===== src/rtl/lab1_stream_to_mem_writer.sv =====
`timescale 1ns/1ps
// Packs a byte stream little-endian into 32-bit words and writes them over Avalon-MM.
// Latency: a word's m_write rises the cycle after its 4th (or eop) byte is accepted.
// Backpressure: snk_ready is low while a write is pending; m_waitrequest freezes the bus.
module lab1_stream_to_mem_writer #(
    parameter int DEPTH  = 10000,
    parameter int ADDR_W = 14
) (
    input  logic              clk,
    input  logic              reset_n,
    input  logic              start,
    input  logic [ADDR_W-1:0] base_addr,
    input  logic [7:0]        snk_data,
    input  logic              snk_valid,
    input  logic              snk_eop,
    output logic              snk_ready,
    output logic [ADDR_W-1:0] m_address,
    output logic [31:0]       m_writedata,
    output logic [3:0]        m_byteenable,
    output logic              m_chipselect,
    output logic              m_write,
    input  logic              m_waitrequest,
    output logic              busy,
    output logic              done,
    output logic              error,
    output logic [ADDR_W:0]   word_count
);

    typedef enum logic [2:0] {
        S_IDLE,
        S_COLLECT,
        S_WRITE,
        S_DRAIN,
        S_DONE
    } state_t;

    localparam logic [ADDR_W:0] LP_DEPTH = (ADDR_W+1)'(DEPTH);

    state_t            r_state;
    logic [ADDR_W-1:0] r_addr;
    logic [31:0]       r_data;
    logic [3:0]        r_be;
    logic [1:0]        r_lane;
    logic              r_last;
    logic              r_wr;
    logic              r_rdy;
    logic              r_busy;
    logic              r_done;
    logic              r_err;
    logic [ADDR_W:0]   r_wcnt;

    logic              w_accept;
    logic              w_wr_ack;
    logic              w_base_ok;
    logic              w_at_end;

    assign w_accept  = snk_valid & r_rdy;
    assign w_wr_ack  = r_wr & ~m_waitrequest;
    assign w_base_ok = ({1'b0, base_addr} < LP_DEPTH);
    assign w_at_end  = (({1'b0, r_addr} + (ADDR_W+1)'(1)) == LP_DEPTH);

    always_ff @(posedge clk or negedge reset_n) begin
        if (!reset_n) begin
            r_state <= S_IDLE;
            r_addr  <= '0;
            r_data  <= '0;
            r_be    <= '0;
            r_lane  <= '0;
            r_last  <= 1'b0;
            r_wr    <= 1'b0;
            r_rdy   <= 1'b0;
            r_busy  <= 1'b0;
            r_done  <= 1'b0;
            r_err   <= 1'b0;
            r_wcnt  <= '0;
        end else begin
            case (r_state)
                S_IDLE: begin
                    if (start) begin
                        r_wcnt <= '0;
                        r_data <= '0;
                        r_be   <= '0;
                        r_lane <= '0;
                        r_last <= 1'b0;
                        if (w_base_ok) begin
                            r_addr  <= base_addr;
                            r_err   <= 1'b0;
                            r_rdy   <= 1'b1;
                            r_busy  <= 1'b1;
                            r_state <= S_COLLECT;
                        end else begin
                            r_err   <= 1'b1;
                            r_done  <= 1'b1;
                            r_state <= S_DONE;
                        end
                    end
                end
                S_COLLECT: begin
                    if (w_accept) begin
                        r_data[8*r_lane +: 8] <= snk_data;
                        r_be[r_lane]          <= 1'b1;
                        r_lane                <= r_lane + 2'd1;
                        if (r_lane == 2'd3 || snk_eop) begin
                            r_last  <= snk_eop;
                            r_wr    <= 1'b1;
                            r_rdy   <= 1'b0;
                            r_state <= S_WRITE;
                        end
                    end
                end
                S_WRITE: begin
                    if (w_wr_ack) begin
                        r_wr   <= 1'b0;
                        r_wcnt <= r_wcnt + (ADDR_W+1)'(1);
                        r_data <= '0;
                        r_be   <= '0;
                        r_lane <= '0;
                        if (r_last) begin
                            r_busy  <= 1'b0;
                            r_done  <= 1'b1;
                            r_state <= S_DONE;
                        end else if (w_at_end) begin
                            // Memory full mid-packet: swallow the rest of the packet.
                            r_err   <= 1'b1;
                            r_rdy   <= 1'b1;
                            r_state <= S_DRAIN;
                        end else begin
                            r_addr  <= r_addr + ADDR_W'(1);
                            r_rdy   <= 1'b1;
                            r_state <= S_COLLECT;
                        end
                    end
                end
                S_DRAIN: begin
                    if (w_accept && snk_eop) begin
                        r_rdy   <= 1'b0;
                        r_busy  <= 1'b0;
                        r_done  <= 1'b1;
                        r_state <= S_DONE;
                    end
                end
                S_DONE: begin
                    r_done  <= 1'b0;
                    r_state <= S_IDLE;
                end
                default: r_state <= S_IDLE;
            endcase
        end
    end

    assign snk_ready    = r_rdy;
    assign m_address    = r_addr;
    assign m_writedata  = r_data;
    assign m_byteenable = r_be;
    assign m_chipselect = r_wr;
    assign m_write      = r_wr;
    assign busy         = r_busy;
    assign done         = r_done;
    assign error        = r_err;
    assign word_count   = r_wcnt;

endmodule

===== config.mk =====
export PLATFORM = sky130hd
export DESIGN_NAME = lab1_stream_to_mem_writer
export DESIGN_NICKNAME = d
export VERILOG_FILES = /design/src/rtl/lab1_stream_to_mem_writer.sv
export SDC_FILE = /design/constraint.sdc
export NUM_CORES = 1
export LEC_CHECK = 0
export ABC_AREA = 1
export BUFFER_PORTS_ARGS = -buffer_cell sky130_fd_sc_hd__buf_2
export CORE_ASPECT_RATIO = 0.75
export CORE_MARGIN = 8
export CORE_UTILIZATION = 30
export CTS_CLUSTER_DIAMETER = 30
export DETAILED_ROUTE_END_ITERATION = 10
export PLACE_DENSITY_LB_ADDON = 0.08
export REMOVE_ABC_BUFFERS = 1
export SLEW_MARGIN = 40
export SYNTH_ARGS = -nofsm -noshare
export SYNTH_HDL_FRONTEND = slang
export SYNTH_SLANG_ARGS = --single-unit

===== constraint.sdc =====
create_clock -name clk -period 3.1 [get_ports clk]
set_clock_uncertainty 0.2 [all_clocks]
set_input_delay 0.62 -clock clk [delete_from_list [all_inputs] [get_ports clk]]
set_output_delay 0.62 -clock clk [all_outputs]
set_load 0.05 [all_outputs]

==> flow_metrics.env, run 1 <==
export IMPL_antenna_left=0
export IMPL_p_per_area_mw_per_mm2=1000
export IMPL_gp_congestion=0.805
export IMPL_synthFlopType="dfrtp_1"
export IMPL_coreArea_mm2=0.0137
export IMPL_ir_worst_vdd_mv=0.357
export IMPL_cts_sinks=76
export IMPL_overflow=0
export IMPL_hold_viol=0
export IMPL_max_freq_mhz=378
export IMPL_tns_ns=0
export IMPL_cp_end_kind="register"
export IMPL_rows=37
export IMPL_layout_worst_path_cycle_share_pct=85.2
export IMPL_clock_root_buffer="clkbuf_16"
export IMPL_synth_seq_cells=76
export IMPL_synth_edf_count=0
export IMPL_io_pins=99
export IMPL_cp_required_ns=3.12
export IMPL_critical_path_class="reg -> reg"
export IMPL_post_cts_buffers=0
export IMPL_routed_wl_um=12200
export IMPL_setup_viol=0
export IMPL_run_status="completed"
export IMPL_synth_area_mm2=0.00418
export IMPL_final_common_cell="nand2_1"
export IMPL_clock_path_buffers=2
export IMPL_hpwl_um=9470
export IMPL_drc_errors=0
export IMPL_yosys_warnings=0
export IMPL_drtIter0Drc=279
export IMPL_vias_per_cell=4.77
export IMPL_cts_hold_buffers_added=0
export IMPL_wl_per_cell_um=15.0
export IMPL_antenna_found_initial=0
export IMPL_clk_pin_slew_ns=0.06
export IMPL_grt_pass1_vias=3903
export IMPL_cts_tree="built"
export IMPL_grt_total_usage_pct=13.9
export IMPL_fin_area_mm2=0.00522
export IMPL_period_needed_ns=2.64
export IMPL_startpoint_type="register"
export IMPL_cts_max_level=3
export IMPL_p_total_mw=5.23
export IMPL_seq_area_frac_synth_pct=45.5
export IMPL_firstDrtPassIters=5
export IMPL_finalMaxSlewViolations=0
export IMPL_port_buffers=98
export IMPL_start_util_pct=30.6
export IMPL_critical_path_arrival_ns=2.67
export IMPL_reg2reg_depth=13
export IMPL_dieArea_mm2=0.0180
export IMPL_p_leak_nw=2.66
export IMPL_final_nets=666
export IMPL_max_cap_violations=0
export IMPL_worst_pin_slew_ns=0.713
export IMPL_timing_hold_ws_ns=0.0952
export IMPL_hp_class="in -> async"
export IMPL_route_vias_total=3874
export IMPL_most_common_layout_cells="nand2_1 (154), buf_2 (97), dfrtp_1 (76)"
export IMPL_die_w_um=152
export IMPL_die_h_um=118
export IMPL_clk_latency_ns=0.34
export IMPL_ys_types=39
export IMPL_syn_mean_instance_area_um2=7.91
export IMPL_synthCells=528
export IMPL_cts_buffers=9
export IMPL_ctsResizeCount=0
export IMPL_fin_ws_ns=0.458
export IMPL_rsz0062_at_grt="false"
export IMPL_crit_fanout=15
export IMPL_pre_cts_ws_ns=0.443
export IMPL_syn_to_final_growth_pct=25.0
export IMPL_synthArstFlopShare_pct=100
export IMPL_slew_headroom_pct=52.4
export IMPL_drive_gt1_share_pct=24.6
export IMPL_grt_max_degree=47
export IMPL_place_area_mm2=0.00490
export IMPL_n_antenna_cell=0
export IMPL_grt_first_pass_wirelength_um=20400
==> cell usage after synthesis, types with 2 or more instances <==
cell type	n	share of area, %
nand2_1	154	14
dfrtp_1	76	46
inv_1	55	4.9
nand3_1	44	5.3
nor2_1	41	3.7
o21ai_0	32	3.8
a21oi_1	15	1.8
nor3_1	11	1.3
o31ai_1	9	1.6
inv_2	8	0.72
nand4_1	8	1.2
o22ai_2	8	2.4
o41ai_1	7	1.5
xor2_1	7	1.5
clkbuf_1	6	0.54
ha_1	6	1.8
buf_2	4	0.48
nor2_2	4	0.60
nand2_2	3	0.45
nand3b_1	3	0.54
buf_4	2	0.36
nand3_2	2	0.48
nor2_4	2	0.54
nor4_1	2	0.30
o21ai_1	2	0.24
o31ai_2	2	0.60
o41ai_2	2	0.78
xnor2_1	2	0.42
==> registers in the layout, summed over array words and instances, names as in the netlist <==
name,flops
r_state,3
m_chipselect,1
r_last,1
m_byteenable,4
r_lane,2
word_count,15
snk_ready,1
error,1
done,1
m_writedata,32
busy,1
m_address,14
==> worst max-delay path, cell delays in order (launching register included) <==
cell     delay [ns]
dfrtp_1        0.39
ha_1           0.20
nand2_1        0.11
nor2_2         0.24
nand3_1        0.14
or2_1          0.24
nand3_1        0.08
nor2_1         0.04
nand2_1        0.08
nand2_1        0.10
nand2_2        0.26
nand2_2        0.26
nand2_1        0.12
nand2_1        0.05
==> per-stage QoR <==
step / util [%] / std cells
2_1_floorplan: - / 516
3_3_place_gp: 35.8 / 796
3_5_place_dp: 35.8 / 796
4_1_cts: 38.2 / 812
5_1_grt: 38.2 / 812
6_report: 38.2 / 812
==> power by group <==
part           total [mW]  internal (mW)  switching, mW
combinational        2.61          0.616           1.99
clock                1.16          0.730          0.425
sequential           1.47           1.23          0.238
total                5.23           2.58           2.66
==> layout make-up <==
cell class,instances,area (µm²)
fillers,1445,8430
multi-input cells,376,1970
flip-flops and latches,76,1900
repair buffers,105,558
clock buffers,11,243
inverters,64,243
well taps,175,219
clock inverters,5,83.8
==> routing by layer <==
metal | vias to the layer above | track usage, % | wire (µm)
li1 | 1959 | - | -
met1 | 1824 | 19.1 | 6230
met2 | 83 | 21.0 | 5230
met3 | 8 | 4.08 | 636
met4 | 0 | 3.30 | 95
met5 | - | 0 | 0
==> final timing paths <==
path	end	from	slack, ns
setup reg to reg	m_address[4]	m_address[0]	0.46
setup / recovery	m_address[4]	m_address[0]	0.46
hold reg to reg	m_writedata[14]	m_writedata[14]	0.28
hold / removal	m_writedata[24]	reset_n	0.1
max in group asynchronous	busy	reset_n	1.99
min in group clk	m_writedata[14]	m_writedata[14]	0.28
==> logic make-up (layout without fill, tap and decap cells) <==
family	count (synthesis)	after routing	synth area share, %
buffers and inverters	76	185	7.19
adders and majority gates	6	6	1.80
xor gates and xnor gates	9	9	1.89
DFF	76	76	45.5
AOI/OAI and AO/OA	83	83	14.0
and+or+nand+nor	278	278	29.6
Note: power is estimated with default switching activity, not from simulation.
==> run 2: changes to the inputs <==
--- a/config.mk
+++ b/config.mk
@@ -11,6 +11,7 @@
 export CORE_MARGIN = 8
 export CORE_UTILIZATION = 30
 export CTS_CLUSTER_DIAMETER = 30
+export CTS_CLUSTER_SIZE = 24
 export DETAILED_ROUTE_END_ITERATION = 10
 export PLACE_DENSITY_LB_ADDON = 0.08
 export REMOVE_ABC_BUFFERS = 1
==> constraint.sdc (replaced) <==
create_clock -name clk -period 3.27 [get_ports clk]
set_clock_uncertainty 0.2 [all_clocks]
set_input_delay 0.654 -clock clk [delete_from_list [all_inputs] [get_ports clk]]
set_output_delay 0.654 -clock clk [all_outputs]
set_load 0.05 [all_outputs]
==> flow_metrics.env, run 2 (synthesis gave the netlist of run 1 again) <==
export IMPL_syn_to_final_growth_pct=25.0
export IMPL_drtIter0Drc=203
export IMPL_final_nets=662
export IMPL_firstDrtPassIters=5
export IMPL_vias_per_cell=4.80
export IMPL_post_cts_buffers=0
export IMPL_wl_per_cell_um=15.8
export IMPL_dp_cells=792
export IMPL_cts_buffers=9
export IMPL_port_buffers=98
export IMPL_gp_congestion=0.793
export IMPL_rsz0062_at_grt="false"
export IMPL_route_vias_total=3873
export IMPL_period_needed_ns=2.75
export IMPL_clock_root_buffer="clkbuf_16"
export IMPL_cp_end_kind="register"
export IMPL_final_common_cell="nand2_1"
export IMPL_layout_worst_path_cycle_share_pct=84.2
export IMPL_finalMaxSlewViolations=0
export IMPL_antenna_found_initial=0
export IMPL_clock_path_buffers=2
export IMPL_worst_pin_slew_ns=0.766
export IMPL_path_common_cell="nand2_1"
export IMPL_fin_area_mm2=0.00522
export IMPL_max_cap_violations=0
export IMPL_ctsResizeCount=0
export IMPL_rows=37
export IMPL_startpoint_type="register"
export IMPL_clk_pin_slew_ns=0.06
export IMPL_drive_gt1_share_pct=24.2
export IMPL_drc_errors=0
export IMPL_die_h_um=118
export IMPL_cts_sinks=76
export IMPL_dieArea_mm2=0.0180
export IMPL_critical_path_arrival_ns=2.77
export IMPL_cpPeakStageDelay_ns=0.39
export IMPL_cp_required_ns=3.29
export IMPL_ir_worst_vdd_mv=0.371
export IMPL_clk_latency_ns=0.33
export IMPL_p_total_mw=5.10
export IMPL_hold_viol=0
export IMPL_hpwl_um=9340
export IMPL_crit_slowest_cell="dfrtp_1"
export IMPL_grt_max_degree=77
export IMPL_die_w_um=152
export IMPL_crit_chain="ha_1, nand2_1, nor2_2, nand3_1, or2_1, nand3_1, nor2_1, nand2_1, nand2_1, nand2_2, nand2_2, nand2_1, nand2_1"
export IMPL_grt_total_usage_pct=14.2
export IMPL_timing_hold_ws_ns=0.162
export IMPL_crit_fanout=15
export IMPL_overflow=0
export IMPL_setup_viol=0
export IMPL_place_area_mm2=0.00486
export IMPL_io_pins=99
export IMPL_hp_class="in -> async"
export IMPL_grt_pass1_vias=3986
export IMPL_n_antenna_cell=0
export IMPL_run_status="completed"
export IMPL_most_common_layout_cells="nand2_1 (154), buf_2 (97), dfrtp_1 (76)"
export IMPL_cts_max_level=3
export IMPL_slew_headroom_pct=48.9
export IMPL_largest_reg_flops=32
export IMPL_start_util_pct=30.6
export IMPL_critical_path_class="reg -> reg"
export IMPL_coreArea_mm2=0.0137
export IMPL_grt_first_pass_wirelength_um=20800
export IMPL_max_freq_mhz=363
export IMPL_cts_tree="built"
export IMPL_antenna_left=0
export IMPL_reg2reg_depth=13
export IMPL_routed_wl_um=12800
export IMPL_tns_ns=0
export IMPL_cts_hold_buffers_added=0
export IMPL_stdcell_count=807
export IMPL_p_per_area_mw_per_mm2=977
export IMPL_p_leak_nw=2.66
==> run 2: changes by cell type in the layout (fill, tap and decap cells not counted), sizes merged <==
cell | before | now
clkbuf | 11 | 10
bufinv | 2 | 4
clkinvlp | 2 | 1
buf | 105 | 100
==> run 2: layer usage <==
layer,track usage [%],vias to the layer above,wire length (µm)
li1,-,1940,-
met1,19.5,1824,6400
met2,21.3,96,5460
met3,4.26,13,733
met4,4.11,0,169
met5,0,-,0
==> run 2: report_power, final <==
part / internal (mW) / switching, mW / leakage [nW]
combinational: 0.564 / 1.91 / 1.47
clock: 0.822 / 0.415 / 0.172
sequential: 1.16 / 0.227 / 1.01
total: 2.55 / 2.55 / 2.66
==> run 2: final cells by class <==
class	count	area [µm²]
Fill cell	1435	8440
Multi-Input combinational cell	376	1970
Sequential cell	76	1900
Timing Repair Buffer	101	522
Inverter	64	243
Clock buffer	9	225
Tap cell	175	219
Clock inverter	6	136
==> run 2: path summary, 6_finish.rpt <==
kind | start | endpoint | slack, ns
setup / recovery | m_address[0] | m_address[12] | 0.52
max in group asynchronous | reset_n | word_count[3] | 2.26
hold / removal | reset_n | m_address[0] | 0.16
min in group clk | error | error | 0.28
setup reg to reg | m_address[0] | m_address[12] | 0.52
hold reg to reg | error | error | 0.28
==> run 2: critical path: cells and delay by family (launching register included) <==
kind	cells	cell delay, ns
adders and majority gates	1	0.20
DFF	1	0.39
and+or+nand+nor	12	1.83
==> run 2: through the flow <==
step           worst slack (ns)  util (%)
5_1_grt                   0.218      38.2
4_1_cts                   0.525      38.2
6_report                  0.517      38.2
2_1_floorplan             0.592         -
3_5_place_dp              0.538      35.6
3_3_place_gp              0.580      35.5
